<file path="config.mk">
export PLATFORM = sky130hd
export DESIGN_NAME = count_bcd_display
export DESIGN_NICKNAME = d
export VERILOG_FILES = /design/src/rtl/count_bcd_display.sv
export SDC_FILE = /design/constraint.sdc
export NUM_CORES = 1
export LEC_CHECK = 0
export CORE_UTILIZATION = 55
export DETAILED_ROUTE_END_ITERATION = 12
export PLACE_DENSITY = 0.79
export SETUP_SLACK_MARGIN = 0.4
export SLEW_MARGIN = 20
export SYNTH_ARGS = -nofsm -noshare
export SYNTH_HDL_FRONTEND = slang
export SYNTH_SLANG_ARGS = --single-unit
</file>
<file path="constraint.sdc">
create_clock -name clk -period 4 [get_ports clk]
set_clock_uncertainty 0.05 [all_clocks]
set_input_delay 1 -clock clk [delete_from_list [all_inputs] [get_ports clk]]
set_output_delay 1 -clock clk [all_outputs]
set_load 0.1 [all_outputs]
</file>
<file path="src/rtl/count_bcd_display.sv">
// -----------------------------------------------------------------------------
// count_bcd_display
//   Samples a 7-bit count (0..127), converts it to 3-digit BCD with a serial
//   double-dabble engine (one iteration per clock, 7 iterations), and drives a
//   time-multiplexed 3-digit 7-segment display from the latched BCD result.
//
// Parameters
//   SCAN_DIV  clk cycles each digit stays enabled (>= 2)
//
// Ports
//   clk    in   1   system clock, rising edge
//   reset  in   1   synchronous, active-high reset
//   q      in   7   unsigned count from the upstream counter
//   load   in   1   sample q and start a conversion (ignored while busy)
//   busy   out  1   conversion in progress
//   valid  out  1   one-cycle pulse: bcd has just been updated
//   bcd    out  12  {hundreds,tens,units} of the last completed conversion
//   seg    out  7   segments {g,f,e,d,c,b,a}, active-high
//   an     out  3   one-hot digit enable; bit0=units, bit2=hundreds
//
// Build option
//   LEADING_ZERO_BLANK_EN  when defined, a zero hundreds digit is blanked, and
//                          the tens digit is blanked when both hundreds and
//                          tens are zero. Units are always shown.
// -----------------------------------------------------------------------------
module count_bcd_display #(
    parameter int SCAN_DIV = 16
) (
    input  logic        clk,
    input  logic        reset,
    input  logic [6:0]  q,
    input  logic        load,
    output logic        busy,
    output logic        valid,
    output logic [11:0] bcd,
    output logic [6:0]  seg,
    output logic [2:0]  an
);

    localparam int            PW       = (SCAN_DIV > 2) ? $clog2(SCAN_DIV) : 1;
    localparam logic [PW-1:0] PSC_LAST = PW'(SCAN_DIV - 1);
    localparam logic [2:0]    ITER_LAST = 3'd6;

    typedef enum logic {
        S_IDLE = 1'b0,
        S_CONV = 1'b1
    } state_t;

    state_t        state_q, state_d;
    logic [6:0]    bin_q, bin_d;
    logic [11:0]   work_q, work_d;
    logic [2:0]    iter_q, iter_d;
    logic          busy_q, busy_d;
    logic          valid_q, valid_d;
    logic [11:0]   bcd_q, bcd_d;
    logic [PW-1:0] psc_q, psc_d;
    logic [1:0]    idx_q, idx_d;
    logic [2:0]    an_q, an_d;
    logic [6:0]    seg_q, seg_d;

    // Double-dabble step: add 3 to every nibble >= 5, then shift the whole
    // {bcd,bin} word left by one. The adjusted word is shifted as a unit so the
    // bit leaving the top (always 0 for inputs <= 127) simply falls off.
    logic [11:0] adj;
    logic [11:0] work_shift;

    generate
        for (genvar gi = 0; gi < 3; gi++) begin : g_adj
            assign adj[gi*4 +: 4] = (work_q[gi*4 +: 4] >= 4'd5) ?
                                    work_q[gi*4 +: 4] + 4'd3 :
                                    work_q[gi*4 +: 4];
        end
    endgenerate

    assign work_shift = (adj << 1) | {11'b0, bin_q[6]};

    function automatic logic [6:0] seg_decode(input logic [3:0] n);
        logic [6:0] s;
        case (n)
            4'd0:    s = 7'b0111111;
            4'd1:    s = 7'b0000110;
            4'd2:    s = 7'b1011011;
            4'd3:    s = 7'b1001111;
            4'd4:    s = 7'b1100110;
            4'd5:    s = 7'b1101101;
            4'd6:    s = 7'b1111101;
            4'd7:    s = 7'b0000111;
            4'd8:    s = 7'b1111111;
            4'd9:    s = 7'b1101111;
            default: s = 7'b0000000;
        endcase
        return s;
    endfunction

    // Conversion FSM next-state
    always_comb begin
        state_d = state_q;
        bin_d   = bin_q;
        work_d  = work_q;
        iter_d  = iter_q;
        busy_d  = busy_q;
        valid_d = 1'b0;
        bcd_d   = bcd_q;
        case (state_q)
            S_IDLE: begin
                if (load) begin
                    bin_d   = q;
                    work_d  = 12'h000;
                    iter_d  = 3'd0;
                    busy_d  = 1'b1;
                    state_d = S_CONV;
                end
            end
            S_CONV: begin
                bin_d  = bin_q << 1;
                work_d = work_shift;
                iter_d = iter_q + 3'd1;
                if (iter_q == ITER_LAST) begin
                    bcd_d   = work_shift;
                    valid_d = 1'b1;
                    busy_d  = 1'b0;
                    state_d = S_IDLE;
                end
            end
            default: begin
                state_d = S_IDLE;
                busy_d  = 1'b0;
            end
        endcase
    end

    // Display scan next-state. an/seg are computed from the next idx and next
    // bcd so the registered outputs always agree with the current scan slot.
    logic [3:0] nib;
    logic       blank;

    always_comb begin
        psc_d = psc_q + PW'(1);
        idx_d = idx_q;
        if (psc_q == PSC_LAST) begin
            psc_d = '0;
            idx_d = (idx_q == 2'd2) ? 2'd0 : idx_q + 2'd1;
        end

        case (idx_d)
            2'd0:    nib = bcd_d[3:0];
            2'd1:    nib = bcd_d[7:4];
            default: nib = bcd_d[11:8];
        endcase

        blank = 1'b0;
`ifdef LEADING_ZERO_BLANK_EN
        if (idx_d == 2'd2 && bcd_d[11:8] == 4'd0)
            blank = 1'b1;
        if (idx_d == 2'd1 && bcd_d[11:8] == 4'd0 && bcd_d[7:4] == 4'd0)
            blank = 1'b1;
`endif

        an_d  = 3'b001 << idx_d;
        seg_d = blank ? 7'b0000000 : seg_decode(nib);
    end

    always_ff @(posedge clk) begin
        if (reset) begin
            state_q <= S_IDLE;
            bin_q   <= 7'd0;
            work_q  <= 12'h000;
            iter_q  <= 3'd0;
            busy_q  <= 1'b0;
            valid_q <= 1'b0;
            bcd_q   <= 12'h000;
            psc_q   <= '0;
            idx_q   <= 2'd0;
            an_q    <= 3'b001;
            seg_q   <= 7'b0111111;
        end else begin
            state_q <= state_d;
            bin_q   <= bin_d;
            work_q  <= work_d;
            iter_q  <= iter_d;
            busy_q  <= busy_d;
            valid_q <= valid_d;
            bcd_q   <= bcd_d;
            psc_q   <= psc_d;
            idx_q   <= idx_d;
            an_q    <= an_d;
            seg_q   <= seg_d;
        end
    end

    assign busy  = busy_q;
    assign valid = valid_q;
    assign bcd   = bcd_q;
    assign seg   = seg_q;
    assign an    = an_q;

endmodule
</file>
==> results.py <==
metrics = {
    "critical_path": {
        "critical_path_class": "flip-flop to flip-flop",
        "cp-end-kind": "flip-flop",
        "startpoint_type": "flip-flop",
        "ff2ff_path_depth": 12,
        "crit_fanout": 13,
        "crit_arrival_ns": 3.39,
        "worstPathRequired_ns": 4.14,
    },
    "global_routing": {
        "track_usage_pct": 25.1,
        "grt_overflow": 0,
        "grt_pass1_wl_um": 10400,
        "antenna_found_initial": 0,
        "grt_pass1_vias": 2261,
        "use_met1_pct": 33.0,
        "grt_max_degree": 40,
        "top_usage_layer": "met2",
        "gr-usage-met2_pct": 41.1,
        "use_met3_pct": 4.70,
    },
    "pwr": {
        "switching_share_pct": 24.0,
        "intPower_w": 0.000720,
        "ir_drop_v": 0.000163,
        "power_density_nw_per_um2": 293,
        "leakagePower_nw": 1.20,
        "power_w": 0.000946,
        "p_seq_share_pct": 57.5,
        "p_clk_share_pct": 35.3,
        "p_sw_w": 0.000227,
        "p_comb_share_pct": 7.1,
    },
    "floorplan": {
        "initial_core_util_pct": 57.8,
        "die_area_um2": 5310,
        "die_x_um": 72.9,
        "coreArea_um2": 4790,
        "rows": 25,
        "pin_count": 34,
        "die_h_um": 72.9,
    },
    "finish": {
        "layout_common_cells": "53 x dfxtp_1, 38 x nor2_1, 33 x clkdlybuf4s50_1, 26 x a21oi_1, 18 x nand2_1",
        "fin_nets": 369,
        "diodes": 0,
        "layout_commonest_cell": "dfxtp_1",
        "drive_gt1_share_pct": 7.54,
        "syn2layout_area_growth_pct": 16.9,
        "stdcell_area_um2": 3230,
    },
    "detailed_routing": {
        "drtAntennaViolNets": 0,
        "drt-vias-per-instance": 5.74,
        "detail_route.wl_per_cell_um": 14.8,
        "num_vias": 2365,
        "drt-pass1-iter-count": 5,
        "routed_wl_um": 6080,
        "drtIter0Drc": 220,
        "drc": 0,
    },
    "clocking": {
        "path_clk_slew_ns": 0.09,
        "cts.sinks": 53,
        "hold_buffers": 0,
        "cts_root_buffer": "clkbuf_8",
        "clock_latency_ns": 0.31,
        "htreeDepth": 2,
        "cts_tree": "yes",
        "numCtsBuffers": 5,
        "cts_buffer_depth": 2,
        "cts_resized": 0,
        "postCtsSetupRepairBufs": 0,
    },
    "timing": {
        "post-route-min-period_ns": 3.25,
        "setup_violations": 0,
        "period_share_pct": 81.3,
        "hold_violations": 0,
        "hold-worst-slack_ns": 0.442,
        "max_slew_margin_pct": 34.1,
        "max_freq_mhz": 308,
        "tightest_slew_ns": 0.986,
        "drv_slew": 0,
        "timing.final.ws_setup_ns": 0.750,
        "tns_ns": 0,
        "rsz0062_at_grt": "no",
    },
    "yosys": {
        "ys_warn_count": 0,
        "synthArstFlopShare_pct": 0,
        "seq_area_frac_synth_pct": 38.4,
        "synth.ff_latch_count": 53,
        "synth_fp_nets": 344,
        "synth_cell_types": 51,
        "synthTopCellsByArea": "dfxtp_1 38%, ha_1 6.8%, mux2i_1 5.8%, nor2_1 5.2%, a21oi_1 4.7%",
        "yosysTopAreaCell": "dfxtp_1",
        "syn-cell-area_um2": 2760,
        "netlist_instances": 319,
        "synth-edff-count": 0,
        "syn_avg_cell_area_um2": 8.66,
        "yosys.area.top_type_share_pct": 38.4,
        "synthFlopType": "dfxtp_1",
    },
    "outcome": {
        "status": "finished clean",
    },
    "placement": {
        "place_area_um2": 3130,
        "dpl.hpwl_um": 4290,
        "port_buffers": 33,
        "place_congestion": 0.848,
        "preCtsSetupSlack_ns": 0.822,
    },
    "run": {
        "maxCapViolCount": 0,
    },
    "worst_hold_path": {
        "min_path_type": "flip-flop to flip-flop",
        "whs_path_depth": 2,
    },
}
per-stage QoR:
stage               instances  utilization [%]
floorplan                 319                -
global placement          404             65.4
detailed placement        404             65.4
CTS                       412             67.5
global route              412             67.5
finish                    412             67.5
cells by family (layout without fill, tap and decap cells):
group	Yosys count	after routing	share of synthesized area (%)
and+or+nand+nor	113	113	20.7
buffers and inverters	35	61	5.12
adders and majority gates	15	15	6.79
muxes	18	18	6.61
AOI/OAI and AO/OA	82	82	21.4
xor gates and xnor gates	3	3	0.951
DFF	53	53	38.4
cell type report:
cell class                 instances  area, um2
clock inverter                     1       5.00
clock buffer                       7       96.3
sequential                        53       1060
tap                               67       83.8
fill                             398       1550
timing repair buffer              38        368
inverter                          15       56.3
multi-input combinational        231       1560
cell usage after synthesis (all sizes together) (3+ instances only):
library cell,instances
a211oi,7
a21o,3
a21oi,27
a31oi,6
and2,10
and3,4
buf,5
clkbuf,15
dfxtp,53
ha,15
inv,14
mux2i,16
nand2,18
nand2b,5
nand3,8
nor2,38
nor3,17
nor3b,3
o21a,5
o21ai,16
o311ai,3
o31ai,5
or3b,4
xnor2,3
sequential cells by signal, summed over array words and instances, names as in the netlist:
signal   flops
state_q      1
seg          7
an           3
work_q      12
bin_q        7
idx_q        2
valid        1
busy         1
iter_q       3
bcd         12
psc_q        4
routing by layer:
layer / share of wire [%] / up-vias
met5: 0 / -
met4: 1.8 / 0
met3: 4.4 / 16
met2: 45 / 80
met1: 48 / 1099
li1: - / 1170
power by group through the flow:
stage | logic [W] | registers, W | clock network (W)
2_1_floorplan | 0.0000404 | 0.000561 | 0
3_3_place_gp | 0.0000659 | 0.000556 | 0
3_5_place_dp | 0.0000671 | 0.000557 | 0
4_1_cts | 0.0000675 | 0.000544 | 0.000334
5_1_grt | 0.0000756 | 0.000546 | 0.000355
6_report | 0.0000676 | 0.000544 | 0.000334
worst paths after layout:
| path | from | endpoint | slack (ns) |
|---|---|---|---|
| setup / recovery | iter_q[0]$_SDFFE_PP0P_ | seg[6]$_SDFF_PP0_ | 0.75 |
| hold / removal | bin_q[2]$_SDFFE_PP0P_ | bin_q[3]$_SDFFE_PP0P_ | 0.44 |
| setup reg to reg | iter_q[0]$_SDFFE_PP0P_ | seg[6]$_SDFF_PP0_ | 0.75 |
| hold reg to reg | bin_q[2]$_SDFFE_PP0P_ | bin_q[3]$_SDFFE_PP0P_ | 0.44 |
worst max-delay path, stage by stage, from the launching register on:
cell and delay [ns]:
dfxtp_1 0.34, inv_1 0.06, ha_1 0.25, nand3_2 0.27
o31ai_1 0.52, nor2_1 0.08, a211oi_1 0.53, nor2_1 0.21
inv_1 0.15, ha_1 0.15, inv_1 0.05, and2_1 0.14
o311a_1 0.32
(Power assumes the default switching activity.)
